`src/rtl/product_accumulator.sv`:
```
// product_accumulator: sums a vector of 32-bit products into an ACC_W-bit result with a saturating count and sticky overflow.
// Define PRODUCT_ACC_SAT_EN to clamp the sum at all-ones on overflow instead of wrapping.
module product_accumulator #(
  parameter int ACC_W = 48,
  parameter int CNT_W = 8
) (
  input  logic             clk,
  input  logic             rst,
  input  logic             in_valid,
  input  logic [31:0]      in_product,
  input  logic             in_last,
  output logic             in_ready,
  output logic             out_valid,
  input  logic             out_ready,
  output logic [ACC_W-1:0] out_sum,
  output logic [CNT_W-1:0] out_count,
  output logic             out_ovf
);
  typedef enum logic {ACCUM, HOLD} state_t;
  state_t state_q;
  logic [ACC_W-1:0] acc_q, acc_d, out_sum_q;
  logic [CNT_W-1:0] cnt_q, cnt_d, out_count_q;
  logic ovf_q, ovf_d, out_ovf_q, out_valid_q;
  logic [ACC_W:0] sum_w;
  always_comb begin
    sum_w = {1'b0, acc_q} + {{(ACC_W-31){1'b0}}, in_product};
`ifdef PRODUCT_ACC_SAT_EN
    acc_d = (sum_w[ACC_W] || ovf_q) ? '1 : sum_w[ACC_W-1:0];
`else
    acc_d = sum_w[ACC_W-1:0];
`endif
    cnt_d = &cnt_q ? cnt_q : cnt_q + 1'b1;
    ovf_d = ovf_q | sum_w[ACC_W];
  end
  always_ff @(posedge clk) begin
    if (!rst) begin
      state_q     <= ACCUM;
      acc_q       <= '0;
      cnt_q       <= '0;
      ovf_q       <= 1'b0;
      out_sum_q   <= '0;
      out_count_q <= '0;
      out_ovf_q   <= 1'b0;
      out_valid_q <= 1'b0;
    end else if (state_q == ACCUM) begin
      if (in_valid && in_last) begin
        out_sum_q   <= acc_d;
        out_count_q <= cnt_d;
        out_ovf_q   <= ovf_d;
        out_valid_q <= 1'b1;
        acc_q       <= '0;
        cnt_q       <= '0;
        ovf_q       <= 1'b0;
        state_q     <= HOLD;
      end else if (in_valid) begin
        acc_q <= acc_d;
        cnt_q <= cnt_d;
        ovf_q <= ovf_d;
      end
    end else if (out_ready) begin
      out_valid_q <= 1'b0;
      state_q     <= ACCUM;
    end
  end
  assign in_ready  = (state_q == ACCUM);
  assign out_valid = out_valid_q;
  assign out_sum   = out_sum_q;
  assign out_count = out_count_q;
  assign out_ovf   = out_ovf_q;
endmodule
```
`config.mk`:
```
export PLATFORM = sky130hd
export DESIGN_NAME = product_accumulator
export DESIGN_NICKNAME = d
export VERILOG_FILES = /design/src/rtl/product_accumulator.sv
export SDC_FILE = /design/constraint.sdc
export NUM_CORES = 1
export LEC_CHECK = 0
export BUFFER_PORTS_ARGS = -buffer_cell sky130_fd_sc_hd__buf_2
export CAP_MARGIN = 20
export CORE_MARGIN = 5
export CORE_UTILIZATION = 60
export DETAILED_ROUTE_END_ITERATION = 12
export HOLD_SLACK_MARGIN = 0.06
export PLACE_DENSITY = 0.83
export SYNTH_ARGS = -nofsm -noshare
export SYNTH_HDL_FRONTEND = slang
export SYNTH_SLANG_ARGS = --single-unit
```
`constraint.sdc`:
```
create_clock -name clk -period 5.8 [get_ports clk]
set_input_delay 0.58 -clock clk [delete_from_list [all_inputs] [get_ports clk]]
set_output_delay 0.58 -clock clk [all_outputs]
set_load 0.02 [all_outputs]
```
Word level (Yosys, flattened, before mapping)
Cells that the tools add are included.
Widths: inputs -> output; s select.
{"block": "word_totals", "inputBits": 37, "word_cells": 33, "romBits": 0, "mem_count": 0, "latchBits": 0, "ramBits": 0, "reg_bits": 116, "out_inout_bits": 59}
{"block": "op_classes", "order_cmp": 0, "eq_ne": 1, "addsub": 2, "mul": 0, "div_mod_pow": 0, "reduce_logical": 7, "n_mux": 13, "bitwise_logic": 2, "shifts": 0}
{"cell": "$mux 48", "count": 2}
{"cell": "$add 48x32->49", "count": 1}
{"cell": "$mux 8", "count": 3}
{"cell": "$add 8x1->8 const B", "count": 1}
{"cell": "$mux 1", "count": 8}
{"cell": "$reduce_and 8->1", "count": 1}
{"cell": "$reduce_and 2->1", "count": 3}
{"cell": "$reduce_bool 2->1", "count": 2}
{"cell": "$ne 2x2->1 const B", "count": 1}
{"cell": "$logic_and 1x1->1", "count": 1}
{"cell": "$not 1->1", "count": 1}
{"cell": "$or 1x1->1", "count": 1}

Depth between registers and ports, before layout
Gate-level depths: netlist of run 1.
{"block": "logic_depth", "word_depth": 4, "mapped_depth": 10, "mapped_depth_nobuf": 10}

Worst setup path after synthesis of run 1
Ideal clock, no wire load.
{"block": "synth_path", "path_kind": "input port to flip-flop", "start": "input in_product[18]", "end": "register acc_q[42]", "required_ps": 5726, "slack_ps": 2902, "arrival_time_ps": 2824, "cell_stages": 10, "n_path_buf": 1, "setup_time_ps": 74, "path_cell_list": "ha_1 > buf_2 > nand2_1 > nor4_4 > a22o_1 > nor3_1 > a2111oi_4 > nor2_4 > or4_1 > a31oi_1"}
{"block": "synth_via", "elab_chain_cells": 3}
{"element": "start, declared", "line": "10", "text": "input logic [31:0] in_product,"}
{"element": "$add 48x32->49", "line": "26", "text": "sum_w = {1'b0, acc_q} + {{(ACC_W-31){1'b0}}, in_product};"}
{"element": "$mux 48", "line": "55", "text": "end else if (in_valid) begin"}
{"element": "$mux 48", "line": "46", "text": "if (in_valid && in_last) begin"}
{"element": "end signal, assigned", "line": "38", "text": "acc_q <= '0;"}
{"element": "end signal, assigned", "line": "51", "text": "acc_q <= '0;"}
{"element": "end signal, assigned", "line": "56", "text": "acc_q <= acc_d;"}
{"element": "end, declared", "line": "21", "text": "logic [ACC_W-1:0] acc_q, acc_d, out_sum_q;"}
No other way between the ends. The select of a mux whose other input is x is not followed.
A chain may end at the register's enable or synchronous reset.

Final worst setup path of run 1
{"block": "layout_path", "start": "register acc_q[1]", "end": "register out_sum_q[33] (netlist: out_sum[33])"}
{"block": "layout_via", "elab_chain_cells": 1}
{"element": "$add 48x32->49", "line": "26"}
{"element": "end signal, assigned", "line": "41", "text": "out_sum_q <= '0;"}
{"element": "end signal, assigned", "line": "47", "text": "out_sum_q <= acc_d;"}
{"element": "end, declared", "line": "21"}
No other way between the ends.

==> results of run 1 <==
[worst max-delay path: cells and delay by family (launching register included)]
family | cells | cell delay (ns)
compound gates | 7 | 2.20
flops | 1 | 0.39
fa+ha+maj | 1 | 0.27
mux | 1 | 0.15
[layout make-up]
| type | count | area, sq um | share of cell area [%] |
|---|---|---|---|
| multi-input cells | 581 | 3875 | 51.22 |
| flip-flops and latches | 116 | 2322 | 30.70 |
| repair buffers | 102 | 535.5 | 7.079 |
| clock inverters | 9 | 151.4 | 2.001 |
| well taps | 136 | 170.2 | 2.249 |
| inverters | 11 | 41.29 | 0.5458 |
| clock buffers | 21 | 469.2 | 6.202 |
[through the flow]
step	power, uW	cells
floorplan	1099	758
global placement	1181	945
detailed placement	1192	945
CTS	2288	975
global route	2374	976
finish	2295	976
[cells in the final DEF, fill, tap and decap left out, types with 7 or more instances in the layout]
cell,count
nand3_1,26
a22oi_1,23
or3_1,8
buf_2,95
xnor2_1,20
and3_1,13
a22o_1,28
a21o_1,16
o21ai_0,44
dfxtp_1,116
inv_1,11
nor2b_1,10
nand3b_1,7
nor3_1,13
o211ai_1,9
nand4_1,9
nor2_1,52
a21oi_1,44
clkbuf_16,16
nand2_1,76
a32o_1,7
xor2_1,22
or4_1,11
a31oi_1,11
o21ai_1,12
ha_1,33
[power breakdown]
group / leakage, uW / switching (uW) / internal, uW
Sequential: 0.000942 / 17.5 / 829
Clock: 0.000306 / 373 / 737
Combinational: 0.00204 / 219 / 119
Total: 0.00329 / 610 / 1680
[per-layer routing]
| layer | GRT usage (%) | up-vias | wire (microns) |
|---|---|---|---|
| met5 | 0 | - | 0 |
| met4 | 8.013 | 0 | 341 |
| met3 | 6.207 | 40 | 1481 |
| met2 | 45.26 | 299 | 8384 |
| met1 | 35.08 | 2939 | 7389 |
| li1 | - | 2958 | - |
[cells by family after synthesis]
group | Yosys count
xor+xnor | 42
compound gates | 245
buf+inv | 61
mux | 6
flops | 116
simple gates | 254
fa+ha+maj | 34
[flip-flops by register name, summed over array words and instances (netlist names)]
signal / flops
cnt_q: 8
ovf_q: 1
out_sum: 48
out_count: 8
acc_q: 48
out_ovf: 1
state_q: 1
out_valid: 1
[path summary, 6_finish.rpt]
check	slack (ns)	from	endpoint
max	2.66	acc_q[1]	out_sum[33]
max reg2reg	2.66	acc_q[1]	out_sum[33]
min reg2reg	0.45	out_sum[30]	out_sum[30]
min	0.26	out_ready	state_q
==> run summary, run 1 <==
Critical path endpoint category = register
Slew @ Worst Pin = 1.066 ns
Max Fclk = 0.3184 GHz
Post-Synth XOR/XNOR Area = 5.732%
Area Overhead vs Synth = 17.88%
Worst Clk Skew = 0.006201 ns
Residual DRC = 0
N_diodes = 0
Fillers = 803
WL/cell = 18.03 microns
Initial antenna violation count = 0
Main combinational cell family by area after synthesis = compound AO/OA/AOI/OAI gates
Hold Fails Final Rpt = 0
VDD IR max = 165.8 uV
Library cells used by synthesis = 64
Largest net degree at the start of global routing = 58
Worst Path Arrival = 3.55 ns
Via count = 6236
DR iter-0 viols = 509
Net count reported at finish = 900
Die Span Y = 113.4 microns
Seq/Total Area, Yosys = 36.19%
Post-synth EDFFs = 0
Cell taking the most area after synthesis = dfxtp_1
Pwr/cell area = 303.3 nW/um^2
Post-Route Setup TNS = 0 ns
P_leak = 0.003291 uW
Kind of critical path = reg -> reg
Std-Cell Rows = 37
Placed Area = 6929 sq um
Postcts setup bufs = 0
CP Max Fanout = 9
Setup crit start kind = register
Cts hold-fix bufs = 0
Die area = 12860 sq um
Post-cts resize count = 0
Worst-path cell chain = ha_1 -> a211o_1 -> a21oi_1 -> a211oi_2 -> o2111ai_2 -> a31oi_1 -> a41oi_2 -> mux2i_1 -> a221o_1
Area of the core = 10370 sq um
Worst-path clk slew = 0.06 ns
Root Buffer = clkbuf_8
Area of the mapped netlist = 6417 sq um
Vias in the first global route = 5991
Gpl congestion = 0.9323
First-pass GRT wire length = 28.81 mm
Initial Util = 61.88%
CP max-delay cell = a41oi_2
Final Critical Period = 3.140 ns
Most common cell in the synthesized netlist = dfxtp_1
Final global-route overflow total = 0
Mux contribution to synthesized area = 0.9359%
WL final = 17.60 mm
Via-to-Cell Ratio = 6.389
Ports = 96
Clock latency on the worst-skew pair = 0.53 ns
Asr flop ratio synth = 0%
Max-slew violations = 0
Final period util = 54.15%
Num CTS Buffers = 17
Final setup fails = 0
Routed Antenna Nets = 0
Synth top area share = 36.19%
Hold Slack = 0.2611 ns
Count of state elements after synthesis = 116
Predominant post-synthesis flop cell = dfxtp_1
WHS Path Cells = 2
Synth Area in Compound Gates = 26.71%
CTS tree = done
Synth Area in Adders = 6.746%
Tot GR Track Use = 27.09%
Simple-Gate Fraction of Synth Area = 20.04%
Slew margin rel. = 28.38%
Detailed Place HPWL = 11.83 mm
Final instance area = 7565 sq um
YS warnings = 0
Htree depth = 4
Slowest stage delay, CP = 0.58 ns
FF-to-FF path depth = 9
Final Core Density = 72.95%
Run status = finished clean
Dpl ws = 2.380 ns
CTS max path bufs = 2
Crit path required time = 6.21 ns
Clk sink count = 116
Hold crit path type = in -> reg
Setup repair after global routing missed its margin = no
Mean Syn Cell Area = 8.466 sq um
Final worst slack = 2.660 ns
PortBufs = 95
Synth area leaders = dfxtp_1 (36%), ha_1 (6.4%), nand2_1 (4.5%)
DIE WIDTH = 113.4 microns
1st-pass router iterations = 5
Post-synth net total = 829
Layout cell share with drive strength beyond 1 = 17.50%
Synth cell count leaders = dfxtp_1 (116), nand2_1 (77), nor2_1 (52)
Cells after Synth = 758
Number of max-cap violations = 0
No activity file was read; power rests on OpenSTA's default activity.
==> run 2: changes to the inputs <==
--- a/config.mk
+++ b/config.mk
@@ -8,10 +8,10 @@
 export BUFFER_PORTS_ARGS = -buffer_cell sky130_fd_sc_hd__buf_2
 export CAP_MARGIN = 20
 export CORE_MARGIN = 5
-export CORE_UTILIZATION = 60
+export CORE_UTILIZATION = 58
 export DETAILED_ROUTE_END_ITERATION = 12
 export HOLD_SLACK_MARGIN = 0.06
-export PLACE_DENSITY = 0.83
+export PLACE_DENSITY = 0.81
 export SYNTH_ARGS = -nofsm -noshare
 export SYNTH_HDL_FRONTEND = slang
 export SYNTH_SLANG_ARGS = --single-unit
==> constraint.sdc (replaced) <==
create_clock -name clk -period 2.9 [get_ports clk]
set_input_delay 0.29 -clock clk [delete_from_list [all_inputs] [get_ports clk]]
set_output_delay 0.29 -clock clk [all_outputs]
set_load 0.02 [all_outputs]
==> run summary, run 2 (synthesized netlist as in run 1, its figures left out) <==
Run status = finished clean
Hold Slack = 0.1186 ns (-0.1426 ns)
Final period util = 95.83% (+42 points)
Root Buffer = clkbuf_8
Largest net degree at the start of global routing = 57 (-1.7%)
Layout cell share with drive strength beyond 1 = 23.17% (+5.7 points)
Max Fclk = 0.3598 GHz (+13%)
Final global-route overflow total = 0 (unchanged)
Gpl congestion = 0.9599 (+3.0%)
Max-slew violations = 0 (unchanged)
Detailed Place HPWL = 12.54 mm (+6.0%)
Clk sink count = 116 (unchanged)
Final setup fails = 0 (unchanged)
Ports = 96 (unchanged)
N_diodes = 0 (unchanged)
Pwr/cell area = 566.8 nW/um^2 (+87%)
Tot GR Track Use = 28.18% (+1.1 points)
Number of max-cap violations = 0 (unchanged)
P_leak = 0.003497 uW (+6.3%)
Initial Util = 59.20% (-2.7 points)
Area Overhead vs Synth = 25.17%
Htree depth = 4 (unchanged)
PortBufs = 95 (unchanged)
CTS tree = done
Net count reported at finish = 947 (+5.2%)
Hold Fails Final Rpt = 0 (unchanged)
Worst-path clk slew = 0.06 ns (about the same)
CTS max path bufs = 2 (unchanged)
Num CTS Buffers = 17 (unchanged)
First-pass GRT wire length = 30.09 mm (+4.4%)
Std-Cell Rows = 38 (+2.7%)
Via count = 6486 (+4.0%)
Fillers = 813 (+1.2%)
1st-pass router iterations = 7 (+2)
Critical path endpoint category = register
Crit path required time = 3.38 ns (-2.83 ns)
DR iter-0 viols = 494 (-2.9%)
Clock latency on the worst-skew pair = 0.54 ns (about the same)
Hold crit path type = in -> reg
Slew @ Worst Pin = 0.7742 ns (-0.2919 ns)
Residual DRC = 0 (unchanged)
Kind of critical path = reg -> reg
Vias in the first global route = 6460 (+7.8%)
VDD IR max = 451.9 uV (+170%)
Routed Antenna Nets = 0 (unchanged)
Final Core Density = 74.10% (+1.2 points)
Setup crit start kind = register
CP Max Fanout = 4 (-5)
Slew margin rel. = 48.39% (+20 points)
Final Critical Period = 2.779 ns (-0.3613 ns)
Die area = 13270 sq um (+3.1%)
Area of the core = 10840 sq um (+4.5%)
Via-to-Cell Ratio = 6.303 (-1.3%)
WL/cell = 17.82 microns (-1.2%)
Die Span Y = 115.2 microns (+1.6%)
Initial antenna violation count = 0 (unchanged)
DIE WIDTH = 115.2 microns (+1.6%)
Worst Path Arrival = 3.26 ns (-0.29 ns)
Worst Clk Skew = 0.008312 ns (+0.002111 ns)
WL final = 18.34 mm (+4.2%)
Post-Route Setup TNS = 0 ns (unchanged)
Commonest non-fill, non-tap cells in the layout = dfxtp_1 (116), buf_2 (95), nand2_1 (75)
Leading cell type in the layout, fill and taps excluded = dfxtp_1
==> run 2: changes by cell type in the layout (fill, tap and decap cells not counted), moves of 2 or more <==
cell	delta
ha_2	+2
buf_12	+2
clkbuf_1	+3
ha_1	-5
buf_4	+44
ha_4	+3
==> run 2: critical path, cell delays in order, from the launching register on <==
cell,delay [ns]
dfxtp_1,0.32
ha_1,0.35
a21o_1,0.20
a21oi_2,0.06
a211oi_2,0.18
buf_4,0.17
o2111ai_2,0.17
buf_4,0.20
a211oi_4,0.30
buf_4,0.17
o21ai_1,0.08
or4_1,0.42
nand3_1,0.10
==> run 2: final timing paths <==
check / startpoint / endpoint / slack, ns / cells after the start
setup / recovery: acc_q[4] / acc_q[47] / 0.12 / 12
hold / removal: rst / acc_q[16] / 0.12 / 3
setup reg to reg: acc_q[4] / acc_q[47] / 0.12 / 12
hold reg to reg: out_sum[35] / out_sum[35] / 0.44 / 2
==> run 2: power breakdown <==
group | internal, uW | leakage (uW) | total [uW] | switching, uW
combinational | 296 | 0.00226 | 761 | 465
sequential | 1660 | 0.000942 | 1700 | 38.0
clock | 1370 | 0.000292 | 2100 | 725
==> run 2: repair_timing <==
item | in CTS | in global routing
cloned | 0 | 0
resized for setup | 2 | 19
pin swaps | 1 | 3
endpoints found under the hold margin | 2 | 0
hold buffers | 1 | 0
setup endpoints to repair | 2 | 22
setup buffers | 2 | 1
==> run 2: per-stage QoR <==
step / instance area [sq um] / power (uW) / worst slack [ns] / std cells
detailed placement: 7289 / 2447 / -0.008486 / 993
floorplan: 6417 / 2199 / 0.2870 / 758
global placement: 7289 / 2426 / 0.008507 / 993
global route: 8033 / 4727 / -0.009370 / 1029
CTS: 7919 / 4539 / 0.02784 / 1028
finish: 8033 / 4553 / 0.1209 / 1029
==> run 2: layout make-up <==
cell class | count | area, sq um | area share [%]
Clock buffer | 23 | 466.7 | 5.810
Clock inverter | 9 | 126.4 | 1.573
Timing Repair Buffer | 149 | 912.1 | 11.36
Multi-Input combinational cell | 581 | 3989 | 49.66
Sequential cell | 116 | 2322 | 28.91
Inverter | 11 | 41.29 | 0.5140
Tap cell | 140 | 175.2 | 2.181
==> run 2: layer usage <==
metal	track usage, %	up-vias	routed length (microns)
met1	34.09	3098	7690
met4	14.40	0	603
li1	-	3051	-
met5	0	-	0
met2	46.30	282	8722
met3	7.211	55	1322
